## src/rtl/microprocesador_legion_param.sv

```systemverilog
`default_nettype none
// ============================================================================
// Module   : microprocesador_legion_param
// Brief    : Parametrised multi-cycle Legion register machine (FETCH/EXEC/MEM/HALT)
//            stepping on work-frequency ticks. Optional: LEGION_ESPERA_EN (i_Listo wait).
// Revision : 1.0 - initial release
// ============================================================================
module microprocesador_legion_param #(
    parameter int  DATA_W  = 8,
    parameter int  ADDR_W  = 8,
    parameter int  SEL_W   = 3,
    localparam int INSTR_W = 3 + 2 * SEL_W
) (
    input  logic               i_Clk,
    input  logic               i_Rst,
    input  logic [INSTR_W-1:0] i_Instrucciones,
    input  logic [DATA_W-1:0]  i_Bus_Datos,
    input  logic [31:0]        i_Frec_de_trabajo,
    output logic [ADDR_W-1:0]  o_Direcciones_Instrucciones,
    output logic [ADDR_W-1:0]  o_Direcciones_Datos,
    output logic [DATA_W-1:0]  o_Bus_Datos,
    output logic               o_Lectura_Escritura,
    output logic               o_Halt
`ifdef LEGION_ESPERA_EN
    ,
    input  logic               i_Listo
`endif
);

    localparam int NREG = 2 ** SEL_W;

    localparam logic [1:0] c_FETCH = 2'd0;
    localparam logic [1:0] c_EXEC  = 2'd1;
    localparam logic [1:0] c_MEM   = 2'd2;
    localparam logic [1:0] c_HALT  = 2'd3;

    localparam logic [2:0] c_OP_LDM  = 3'b000;
    localparam logic [2:0] c_OP_LDI  = 3'b001;
    localparam logic [2:0] c_OP_STM  = 3'b010;
    localparam logic [2:0] c_OP_SUB  = 3'b011;
    localparam logic [2:0] c_OP_MOV  = 3'b100;
    localparam logic [2:0] c_OP_ADD  = 3'b101;
    localparam logic [2:0] c_OP_JMP  = 3'b110;
    localparam logic [2:0] c_OP_HALT = 3'b111;

    logic [31:0]        r_div;
    logic [31:0]        w_div_last;
    logic               w_tick;
    logic               w_mem_done;

    logic [1:0]         r_state;
    logic [1:0]         w_state_next;

    logic [ADDR_W-1:0]  r_pc;
    logic [INSTR_W-1:0] r_ir;
    logic [DATA_W-1:0]  r_regs [NREG];
    logic               r_z;
    logic               r_c;
    logic [ADDR_W-1:0]  r_daddr;
    logic [DATA_W-1:0]  r_dout;
    logic               r_is_store;

    logic [2:0]         w_op;
    logic [SEL_W-1:0]   w_a;
    logic [SEL_W-1:0]   w_b;
    logic [2:0]         w_jf;
    logic [DATA_W-1:0]  w_ra;
    logic [DATA_W-1:0]  w_rb;
    logic [DATA_W:0]    w_sum;
    logic [DATA_W:0]    w_dif;
    logic               w_taken;

    // N of 0 or 1 both mean "step every clock"; >= keeps a lowered N from stalling
    assign w_div_last = (i_Frec_de_trabajo == 32'd0) ? 32'd0 : i_Frec_de_trabajo - 32'd1;
    assign w_tick     = (r_div >= w_div_last);

    always_ff @(posedge i_Clk) begin
        if (i_Rst) begin
            r_div <= 32'd0;
        end else if (w_tick) begin
            r_div <= 32'd0;
        end else begin
            r_div <= r_div + 32'd1;
        end
    end

`ifdef LEGION_ESPERA_EN
    assign w_mem_done = i_Listo;
`else
    assign w_mem_done = 1'b1;
`endif

    assign w_op = r_ir[INSTR_W-1 -: 3];
    assign w_a  = r_ir[2*SEL_W-1 -: SEL_W];
    assign w_b  = r_ir[SEL_W-1:0];
    assign w_ra = r_regs[w_a];
    assign w_rb = r_regs[w_b];

    // Jump condition/link bits; narrow select fields read the missing bits as 0
    generate
        if (SEL_W >= 3) begin : g_jf_full
            assign w_jf = w_b[2:0];
        end else begin : g_jf_pad
            assign w_jf = {{(3 - SEL_W){1'b0}}, w_b};
        end
    endgenerate

    assign w_sum = {1'b0, w_ra} + {1'b0, w_rb};
    assign w_dif = {1'b0, w_ra} - {1'b0, w_rb};

    always_comb begin
        w_taken = 1'b0;
        case (w_jf[2:1])
            2'b00:   w_taken = 1'b1;
            2'b01:   w_taken = r_z;
            2'b10:   w_taken = r_c;
            default: w_taken = ~r_z;
        endcase
    end

    always_ff @(posedge i_Clk) begin
        if (i_Rst) begin
            r_state <= c_FETCH;
        end else begin
            r_state <= w_state_next;
        end
    end

    always_comb begin
        w_state_next = r_state;
        if (w_tick) begin
            case (r_state)
                c_FETCH: w_state_next = c_EXEC;
                c_EXEC: begin
                    if (w_op == c_OP_LDM || w_op == c_OP_STM) begin
                        w_state_next = c_MEM;
                    end else if (w_op == c_OP_HALT) begin
                        w_state_next = c_HALT;
                    end else begin
                        w_state_next = c_FETCH;
                    end
                end
                c_MEM: begin
                    if (w_mem_done) begin
                        w_state_next = c_FETCH;
                    end
                end
                default: w_state_next = c_HALT;
            endcase
        end
    end

    always_comb begin
        o_Halt              = (r_state == c_HALT);
        o_Lectura_Escritura = (r_state == c_MEM) && r_is_store;
    end

    assign o_Direcciones_Instrucciones = r_pc;
    assign o_Direcciones_Datos         = r_daddr;
    assign o_Bus_Datos                 = r_dout;

    always_ff @(posedge i_Clk) begin
        if (i_Rst) begin
            r_pc       <= '0;
            r_ir       <= '0;
            r_z        <= 1'b0;
            r_c        <= 1'b0;
            r_daddr    <= '0;
            r_dout     <= '0;
            r_is_store <= 1'b0;
            for (int i = 0; i < NREG; i++) begin
                r_regs[i] <= '0;
            end
        end else if (w_tick) begin
            case (r_state)
                c_FETCH: begin
                    r_ir <= i_Instrucciones;
                    r_pc <= r_pc + ADDR_W'(1);
                end
                c_EXEC: begin
                    case (w_op)
                        c_OP_LDM: begin
                            r_daddr    <= ADDR_W'(w_rb);
                            r_is_store <= 1'b0;
                        end
                        c_OP_LDI: r_regs[w_a] <= DATA_W'(w_b);
                        c_OP_STM: begin
                            r_daddr    <= ADDR_W'(w_ra);
                            r_dout     <= w_rb;
                            r_is_store <= 1'b1;
                        end
                        c_OP_SUB: begin
                            {r_c, r_regs[w_a]} <= w_dif;
                            r_z                <= (w_dif[DATA_W-1:0] == '0);
                        end
                        c_OP_MOV: r_regs[w_a] <= w_rb;
                        c_OP_ADD: begin
                            {r_c, r_regs[w_a]} <= w_sum;
                            r_z                <= (w_sum[DATA_W-1:0] == '0);
                        end
                        c_OP_JMP: begin
                            // Target is sampled before the link write, so a==NREG-1 still jumps to the old value
                            if (w_taken) begin
                                r_pc <= ADDR_W'(w_ra);
                                if (w_jf[0]) begin
                                    r_regs[NREG-1] <= DATA_W'(r_pc);
                                end
                            end
                        end
                        default: ;
                    endcase
                end
                c_MEM: begin
                    if (w_mem_done && !r_is_store) begin
                        r_regs[w_a] <= i_Bus_Datos;
                    end
                end
                default: ;
            endcase
        end
    end

endmodule
`default_nettype wire

```

## config.mk

```make
export PLATFORM = sky130hd
export DESIGN_NAME = microprocesador_legion_param
export DESIGN_NICKNAME = d
export VERILOG_FILES = /design/src/rtl/microprocesador_legion_param.sv
export SDC_FILE = /design/constraint.sdc
export NUM_CORES = 1
export LEC_CHECK = 0
export ABC_AREA = 1
export CORE_UTILIZATION = 35
export CTS_BUF_LIST = sky130_fd_sc_hd__clkbuf_4 sky130_fd_sc_hd__clkbuf_8
export CTS_CLUSTER_SIZE = 20
export DETAILED_ROUTE_END_ITERATION = 8
export SLEW_MARGIN = 20
export SYNTH_ARGS = -nofsm -noshare
export SYNTH_HDL_FRONTEND = slang
export SYNTH_SLANG_ARGS = --single-unit
```

## constraint.sdc

```tcl
create_clock -name i_Clk -period 4.7 [get_ports i_Clk]
set_input_delay 0.94 -clock i_Clk [delete_from_list [all_inputs] [get_ports i_Clk]]
set_output_delay 0.94 -clock i_Clk [all_outputs]
set_load 0.005 [all_outputs]
```

==> results by group <==
Status
  • Status: complete, no violations

Place
  • Port buffer count: 76
  • Post-placement cell area: 0.01368 mm2
  • DP Wirelength: 34770 um
  • RD Place Congestion: 0.9585

Clocking
  • Clock Root Buffer: clkbuf_8
  • Postcts setup bufs: 0
  • Clock transition at path regs: 0.09 ns
  • CTS buffer count: 17
  • CTS Buffer Depth: 2
  • Clock Latency Late Sink: 0.50 ns
  • Clk sinks: 134
  • H-tree depth: 4
  • Post-CTS sizing: 0
  • TritonCTS clock tree: built
  • Hold_buf cts: 0

GRT
  • First-pass GRT wire length: 72190 um
  • Largest net degree at the start of global routing: 56
  • Global Route Usage Sum: 0.2586
  • Number of global-route vias before repair: 13079
  • Initial antenna violation count: 0
  • Grt total ovfl: 0

Synth
  • Yosys top cell by area: nand2_1
  • Top-area cell type share of the netlist area: 0.2203
  • Asr flop ratio synth: 0
  • Largest cells by area after synthesis: nand2_1 (22%), dfxtp_1 (22%), nor2_1 (8.2%), inv_1 (6.7%), o21ai_0 (5.8%)
  • Distinct cells, synth: 53
  • Post-synth EDFFs: 0
  • Synthesized net count: 2245
  • Dominant synthesized flop cell: dfxtp_1
  • Yosys Warn Count: 0
  • Cell Area, Synth: 0.01227 mm2
  • Mapped Cells: 2136
  • Average cell area after synthesis: 5.744 um2
  • Seq cells post-synth: 134
  • Share of the yosys chip area belonging to registers: 0.2186

Cells and area
  • Most common cell after layout, fill and taps aside: nand2_1
  • Sequential cell area: 0.002684 mm2
  • Final nets: 2317
  • Area grow syn2layout: 14.64%
  • Layout cell share with drive strength beyond 1: 0.07744
  • Diodes inserted: 0
  • Commonest cells after routing, fill and taps aside: nand2_1 (720), nor2_1 (268), inv_1 (218)
  • Fillers: 3819
  • Area of the multi-input gates: 0.008217 mm2
  • Final Instance Area: 0.01407 mm2

STA
  • Period utilisation layout: 0.8914
  • RSZ-0062 raised after global routing: no
  • Min cycle time layout: 4.189 ns
  • Final Hold Vio Count: 0
  • Slew Viols, Final: 0
  • Setup violators final: 0
  • Fmax: 238.7 MHz
  • Worst-Margin Slew: 0.9118 ns
  • Rel. slew slack: 0.3921
  • Setup TNS: 0 ns
  • Layout Skew: 0.03054 ns

Power
  • Sw Share: 0.2831
  • Internal power: 0.001659 W
  • Clk pwr share: 0.438
  • Switching pwr: 0.0006549 W
  • Flop pwr share: 0.492
  • Comb power frac: 0.070
  • Static Leak: 6.639 nW
  • Power Density: 164.5 mW/mm2
  • Peak VDD IR: 0.1763 mV

Routing
  • DR iter-0 viols: 1413
  • Via count: 14243
  • Routed len/inst: 17.23 um
  • Residual DRC: 0
  • Drt first pass iters: 6
  • Post-route ant nets: 0
  • Vias/cell: 5.322
  • Aggregate routed wire length: 46110 um

Worst setup path
  • Crit path max-delay family: buffers and inverters
  • Critical path data arrival time: 4.56 ns
  • WP data required: 5.07 ns
  • Setup Crit Path Kind: in2reg
  • Slowest stage delay, CP: 0.50 ns
  • Slowest cell on crit path: clkdlybuf4s50_1
  • R2R depth: 18
  • CP bufs+invs: 7
  • R2R Path Start: r_ir[0]
  • Setup crit start kind: input port
  • Reg2reg end: r_regs[20]
  • Crit-path max FO: 14
  • CP Cell Sequence: clkdlybuf4s50_1 -> nor2_1 -> inv_1 -> nor2_1 -> inv_1 -> nor4_1 -> nand4_1 -> buf_4 -> a21boi_0 -> o21ai_0 -> ha_1 -> nand2_1 -> nor2_1 -> nand2_1 -> inv_1 -> a21oi_2 -> nand2_4 -> buf_4 -> nand2_2 -> clkinv_2 -> o21ai_0 -> a21oi_1
  • Endpoint class of the critical path: flop
  • R2R setup slack: 0.62 ns

Min path
  • HP Class: reg2reg
  • Hold Crit Endpoint: o_Bus_Datos[7]
  • Hold wc startpoint: o_Bus_Datos[7]
  • Cell depth of the worst hold path: 2

Floorplan
  • Cell row count: 68
  • Die area: 0.03581 mm2
  • DIE HEIGHT: 189.2 um
  • Core area: 0.03454 mm2
  • IO Count: 77
  • Die Wd: 189.2 um
  • Starting Density: 0.3552

Job
  • Max-capacitance violation count: 0
area by class of cell:
class                   instances  area share
multi-input cells            1675      0.5841
inverters                     239     0.06387
well taps                     455     0.04047
clock buffers                  18     0.01761
repair buffers                141     0.09322
flip-flops and latches        134      0.1908
clock inverters                14    0.009874
routing by layer:
metal,vias up,wire length (um),GRT usage,share of wire
met5,-,0,0,0
met4,0,1751,0.1048,0.038
met3,108,3543,0.03930,0.077
met2,632,20960,0.4268,0.45
met1,6476,19860,0.3357,0.43
li1,7027,-,-,-
through the flow:
step | setup slack, ns | cells | util | hold WS [ns] | total power (W)
detailed placement | 0.04889 | 2644 | 0.3960 | 0.4524 | 0.001327
global placement | 0.09795 | 2644 | 0.3960 | 0.4499 | 0.001325
floorplan | 0.9258 | 2136 | - | 0.4297 | 0.001239
global route | 0.1020 | 2676 | 0.4072 | 0.4884 | 0.002401
CTS | 0.5475 | 2676 | 0.4072 | 0.4671 | 0.002331
finish | 0.5105 | 2676 | 0.4072 | 0.4622 | 0.002314
logic make-up (layout without fill, tap and decap cells):
logic type / count (synthesis) / in the layout / share of synthesized area
and+or+nand+nor: 1237 / 1237 / 0.4318
AOI/OAI and AO/OA: 357 / 357 / 0.1607
buffers and inverters: 327 / 412 / 0.1121
DFF: 134 / 134 / 0.2186
adders and majority gates: 58 / 58 / 0.06037
xor gates and xnor gates: 23 / 23 / 0.01642
tightest hold or removal path, cell delays in order (launching register included):
cell and delay, ns:
dfxtp_1 0.32, nand2_1 0.06, a21oi_1 0.05
sequential cells by signal (all words and copies together), names as in the netlist:
| register | flops |
|---|---|
| o_Bus_Datos | 8 |
| o_Direcciones_Datos | 8 |
| o_Direcciones_Instrucciones | 8 |
| r_c | 1 |
| r_div | 32 |
| r_ir | 9 |
| r_is_store | 1 |
| r_regs | 64 |
| r_state | 2 |
| r_z | 1 |
cell usage after synthesis (4+ instances only):
master    number
xor2_1        15
a22oi_1        5
nand3_1       92
a21boi_0       5
clkinv_1       4
a21oi_1      128
nand2_2       10
o211ai_1      29
inv_2         15
o22ai_1       15
nand4_1       65
dfxtp_1      134
o21bai_1       7
nor2_2         6
xnor2_1        8
o21ai_0      143
nand3_2        4
buf_2         29
or2_2         16
ha_1          56
nor3_1        21
nand4_4        7
clkbuf_1      40
nand2_1      720
nor2_4         6
buf_6         12
o21ai_1       11
inv_1        219
nor4_1         7
nor2_1       268
buf_4          5
power by group through the flow:
stage	clock network [W]	logic, W	registers (W)
after floorplan	0	0.0000743	0.00116
after global placement	0	0.000160	0.00117
after detailed placement	0	0.000161	0.00117
after CTS	0.00103	0.000162	0.00114
after global routing	0.00108	0.000181	0.00114
final	0.00101	0.000162	0.00114
how the worst max path moves through the flow:
stage | cells past startpoint | from | slack [ns] | endpoint
floorplan | 22 | i_Frec_de_trabajo[0] | 0.93 | o_Direcciones_Instrucciones[7]
global placement | 22 | i_Frec_de_trabajo[22] | 0.1 | o_Direcciones_Instrucciones[2]
detailed placement | 22 | i_Frec_de_trabajo[22] | 0.05 | o_Direcciones_Instrucciones[1]
CTS | 22 | i_Frec_de_trabajo[0] | 0.55 | o_Direcciones_Instrucciones[1]
global route | 22 | i_Frec_de_trabajo[0] | 0.10 | o_Direcciones_Instrucciones[3]
finish | 22 | i_Frec_de_trabajo[16] | 0.51 | o_Direcciones_Instrucciones[2]
(Power assumes the default switching activity.)
==> edit, RTL diff (same settings) <==
Add an input register stage for `i_Instrucciones`, `i_Bus_Datos` and `i_Frec_de_trabajo`, without a reset; this delays them by one clock.
--- a/src/rtl/microprocesador_legion_param.sv
+++ b/src/rtl/microprocesador_legion_param.sv
@@ -44,4 +44,14 @@
     localparam logic [2:0] c_OP_HALT = 3'b111;
 
+    logic [INSTR_W-1:0] i_Instrucciones_q;
+    logic [DATA_W-1:0] i_Bus_Datos_q;
+    logic [31:0] i_Frec_de_trabajo_q;
+
+    always_ff @(posedge i_Clk) begin
+        i_Instrucciones_q   <= i_Instrucciones;
+        i_Bus_Datos_q       <= i_Bus_Datos;
+        i_Frec_de_trabajo_q <= i_Frec_de_trabajo;
+    end
+
     logic [31:0]        r_div;
     logic [31:0]        w_div_last;
@@ -72,5 +82,5 @@
 
     // N of 0 or 1 both mean "step every clock"; >= keeps a lowered N from stalling
-    assign w_div_last = (i_Frec_de_trabajo == 32'd0) ? 32'd0 : i_Frec_de_trabajo - 32'd1;
+    assign w_div_last = (i_Frec_de_trabajo_q == 32'd0) ? 32'd0 : i_Frec_de_trabajo_q - 32'd1;
     assign w_tick     = (r_div >= w_div_last);
 
@@ -175,5 +185,5 @@
             case (r_state)
                 c_FETCH: begin
-                    r_ir <= i_Instrucciones;
+                    r_ir <= i_Instrucciones_q;
                     r_pc <= r_pc + ADDR_W'(1);
                 end
@@ -213,5 +223,5 @@
                 c_MEM: begin
                     if (w_mem_done && !r_is_store) begin
-                        r_regs[w_a] <= i_Bus_Datos;
+                        r_regs[w_a] <= i_Bus_Datos_q;
                     end
                 end
Function: changed (a bounded check fails within 4 cycles, from zero or initial values and one cycle with i_Rst high).
==> edit against the unedited design <==
- setup slack got worse by 0.073 ns
- routed wire length rose by 7.0%
- utilization is 0.39 points lower
- largest power group unchanged
- die area grew 8.3%
- first-iteration DRC count fell by 1.4%
- sequential cell count grew 49
- via count up 3.1%
- cell area up 7.5%
- total power is 21% higher
- clock skew shrank 0.011 ns
- synthesized area grew 8.4%
==> edit: results (changes against the unedited design) <==
The synthesized-area fraction occupied by ao, oa, aoi and oai cells works out to 14.4% (-1.7 points). The share of the final layout cell area in sequential cells was 24.2% (+5.2 points); the static leakage was 7.17 nW (+7.9%). The delay contributed by the slowest stage of the critical path works out to 0.56 ns (+0.06 ns). The count of TritonRoute iterations in the first routing pass is 7 (+1), and the sequential element share of the synthesized area is 27.6% (+5.7 points). The half-perimeter wire length of the detailed placement result was 36.6 mm (+5.3%); the number of fill cells was 4101 (+7.4%). The run gives 4.71 ns (+0.15 ns) as the worst endpoint data arrival time. The number of buffers outside the clock class in the layout was 135 (-4.3%); the layout inverter count without the clock tree was 246 (+2.9%).

The fraction of final layout cells with drive strength greater than 1 is 5.96% (-1.8 points). The total met2 wirelength after detailed routing came out at 21.5 mm (+2.4%). The logs give 1393 (-1.4%) for the number of DRC violations after detailed-routing iteration 0 and 0.480 ns (+0.0180 ns) for the worst-case hold slack. The wire length of the first global-routing pass was 77.2 mm (+6.9%). The largest net degree at the start of global routing was 54 (-3.6%); the fraction of area in non-clock buffers was 8.13% (-1.2 points). Post-route non-filler standard cell count: 2808 (+4.9%).

Broken down by cell family, the worst path's largest delay share belongs to simple AND/OR/NAND/NOR gates. The power dissipated by switching net loads is 779 uW (+19%), and the worst setup slack before clock tree synthesis is 0.520 ns (+0.471 ns). The maximum fanout count along the critical path is 32 (+18).

The tools report the met1 routed wirelength after detailed routing as 21.7 mm (+9.5%). The fraction of met3 tracks used by global routing was 4.57% (+0.64 points); the all-layer global routing usage was 25.8% (-0.055 points). The routability-driven placement congestion ratio was 0.968 (+1.0%).

Sorting the synthesized cells by area gives the leading types as sky130_fd_sc_hd__dfxtp_1, sky130_fd_sc_hd__nand2_1, sky130_fd_sc_hd__nor2_1, sky130_fd_sc_hd__inv_1, sky130_fd_sc_hd__ha_1. The fraction of area in multi-input gates is 54.9% (-3.5 points). The post-route clock skew was 0.0195 ns (-0.0110 ns). In this run the critical register-to-register path is captured at r_div[12]. The per-cell via count in the routed design was 5.23 (-1.7%). The run finished with clean final reports. The tools report the post-synth net total as 2329 (+3.7%). The startpoint identified for the worst hold timing path is o_Direcciones_Datos[6].

The post-synthesis average cell area came out at 5.99 um2 (+4.3%). By count the netlist is led by sky130_fd_sc_hd__nand2_1, sky130_fd_sc_hd__nor2_1, sky130_fd_sc_hd__inv_1. Adder and majority cell fraction of the synthesized area: 5.57% (-0.47 points). The clock network area share is 2.43% (-0.32 points), and the number of cells on the worst reg-to-reg path is 20 (+2). Master of the slowest instance on the critical path: sky130_fd_sc_hd__nor2_1.

The count of cell types in the netlist is 47 (-11%). The met1 usage in global routing was 34.9% (+1.4 points). The largest registers in the layout are r_regs x64, i_Frec_de_trabajo_q x32, r_div x32. The number of global-route vias before repair is 13700 (+4.5%), and the register-to-register setup slack is 0.44 ns (-0.18 ns).

The area share of xor/xnor cells in the synthesized design is 1.91% (+0.27 points), and the final net count is 2393 (+3.3%). The tools report the number of multi-input combinational cells as 1701 (+1.6%). The clock latency on the worst-skew pair came out at 0.53 ns (+0.03 ns).
==> edit: what timing repair did <==
item                                    CTS  global route
endpoints found under the setup margin    0            35
hold endpoints to repair                  0             0
resized for setup                         0             4
==> edit: kinds of logic (layout without fill, tap and decap cells) <==
| logic type | after synthesis | in the layout |
|---|---|---|
| buf+inv | 337 | 413 |
| compound gates | 337 | 337 |
| xor+xnor | 29 | 29 |
| simple gates | 1276 | 1277 |
| flops | 183 | 183 |
| fa+ha+maj | 58 | 58 |
==> edit: worst max-delay path by stage <==
| stage | start | to | slack (ns) | cells past startpoint |
|---|---|---|---|---|
| 6_report | i_Frec_de_trabajo_q[7] | r_div[12] | 0.44 | 20 |
| 5_1_grt | i_Frec_de_trabajo_q[3] | o_Direcciones_Datos[5] | 0.08 | 20 |
| 4_1_cts | i_Frec_de_trabajo_q[3] | r_ir[1] | 0.51 | 20 |
| 3_5_place_dp | i_Frec_de_trabajo_q[3] | r_ir[1] | 0.52 | 20 |
| 3_3_place_gp | i_Frec_de_trabajo_q[3] | r_ir[0] | 0.64 | 20 |
| 2_1_floorplan | i_Frec_de_trabajo_q[3] | r_ir[7] | 1.27 | 22 |
==> edit: through the flow <==
step | instance area (um2) | power, mW
global placement | 14700 | 1.77
CTS | 15100 | 2.86
global route | 15100 | 2.94
detailed placement | 14700 | 1.77
finish | 15100 | 2.81
floorplan | 13300 | 1.69
==> edit: power by group through the flow <==
stage | registers (mW) | logic, mW | clock network (mW)
4_1_cts | 1.60 | 0.138 | 1.12
2_1_floorplan | 1.62 | 0.0706 | 0
3_5_place_dp | 1.63 | 0.137 | 0
6_report | 1.60 | 0.137 | 1.07
5_1_grt | 1.60 | 0.153 | 1.18
3_3_place_gp | 1.63 | 0.135 | 0
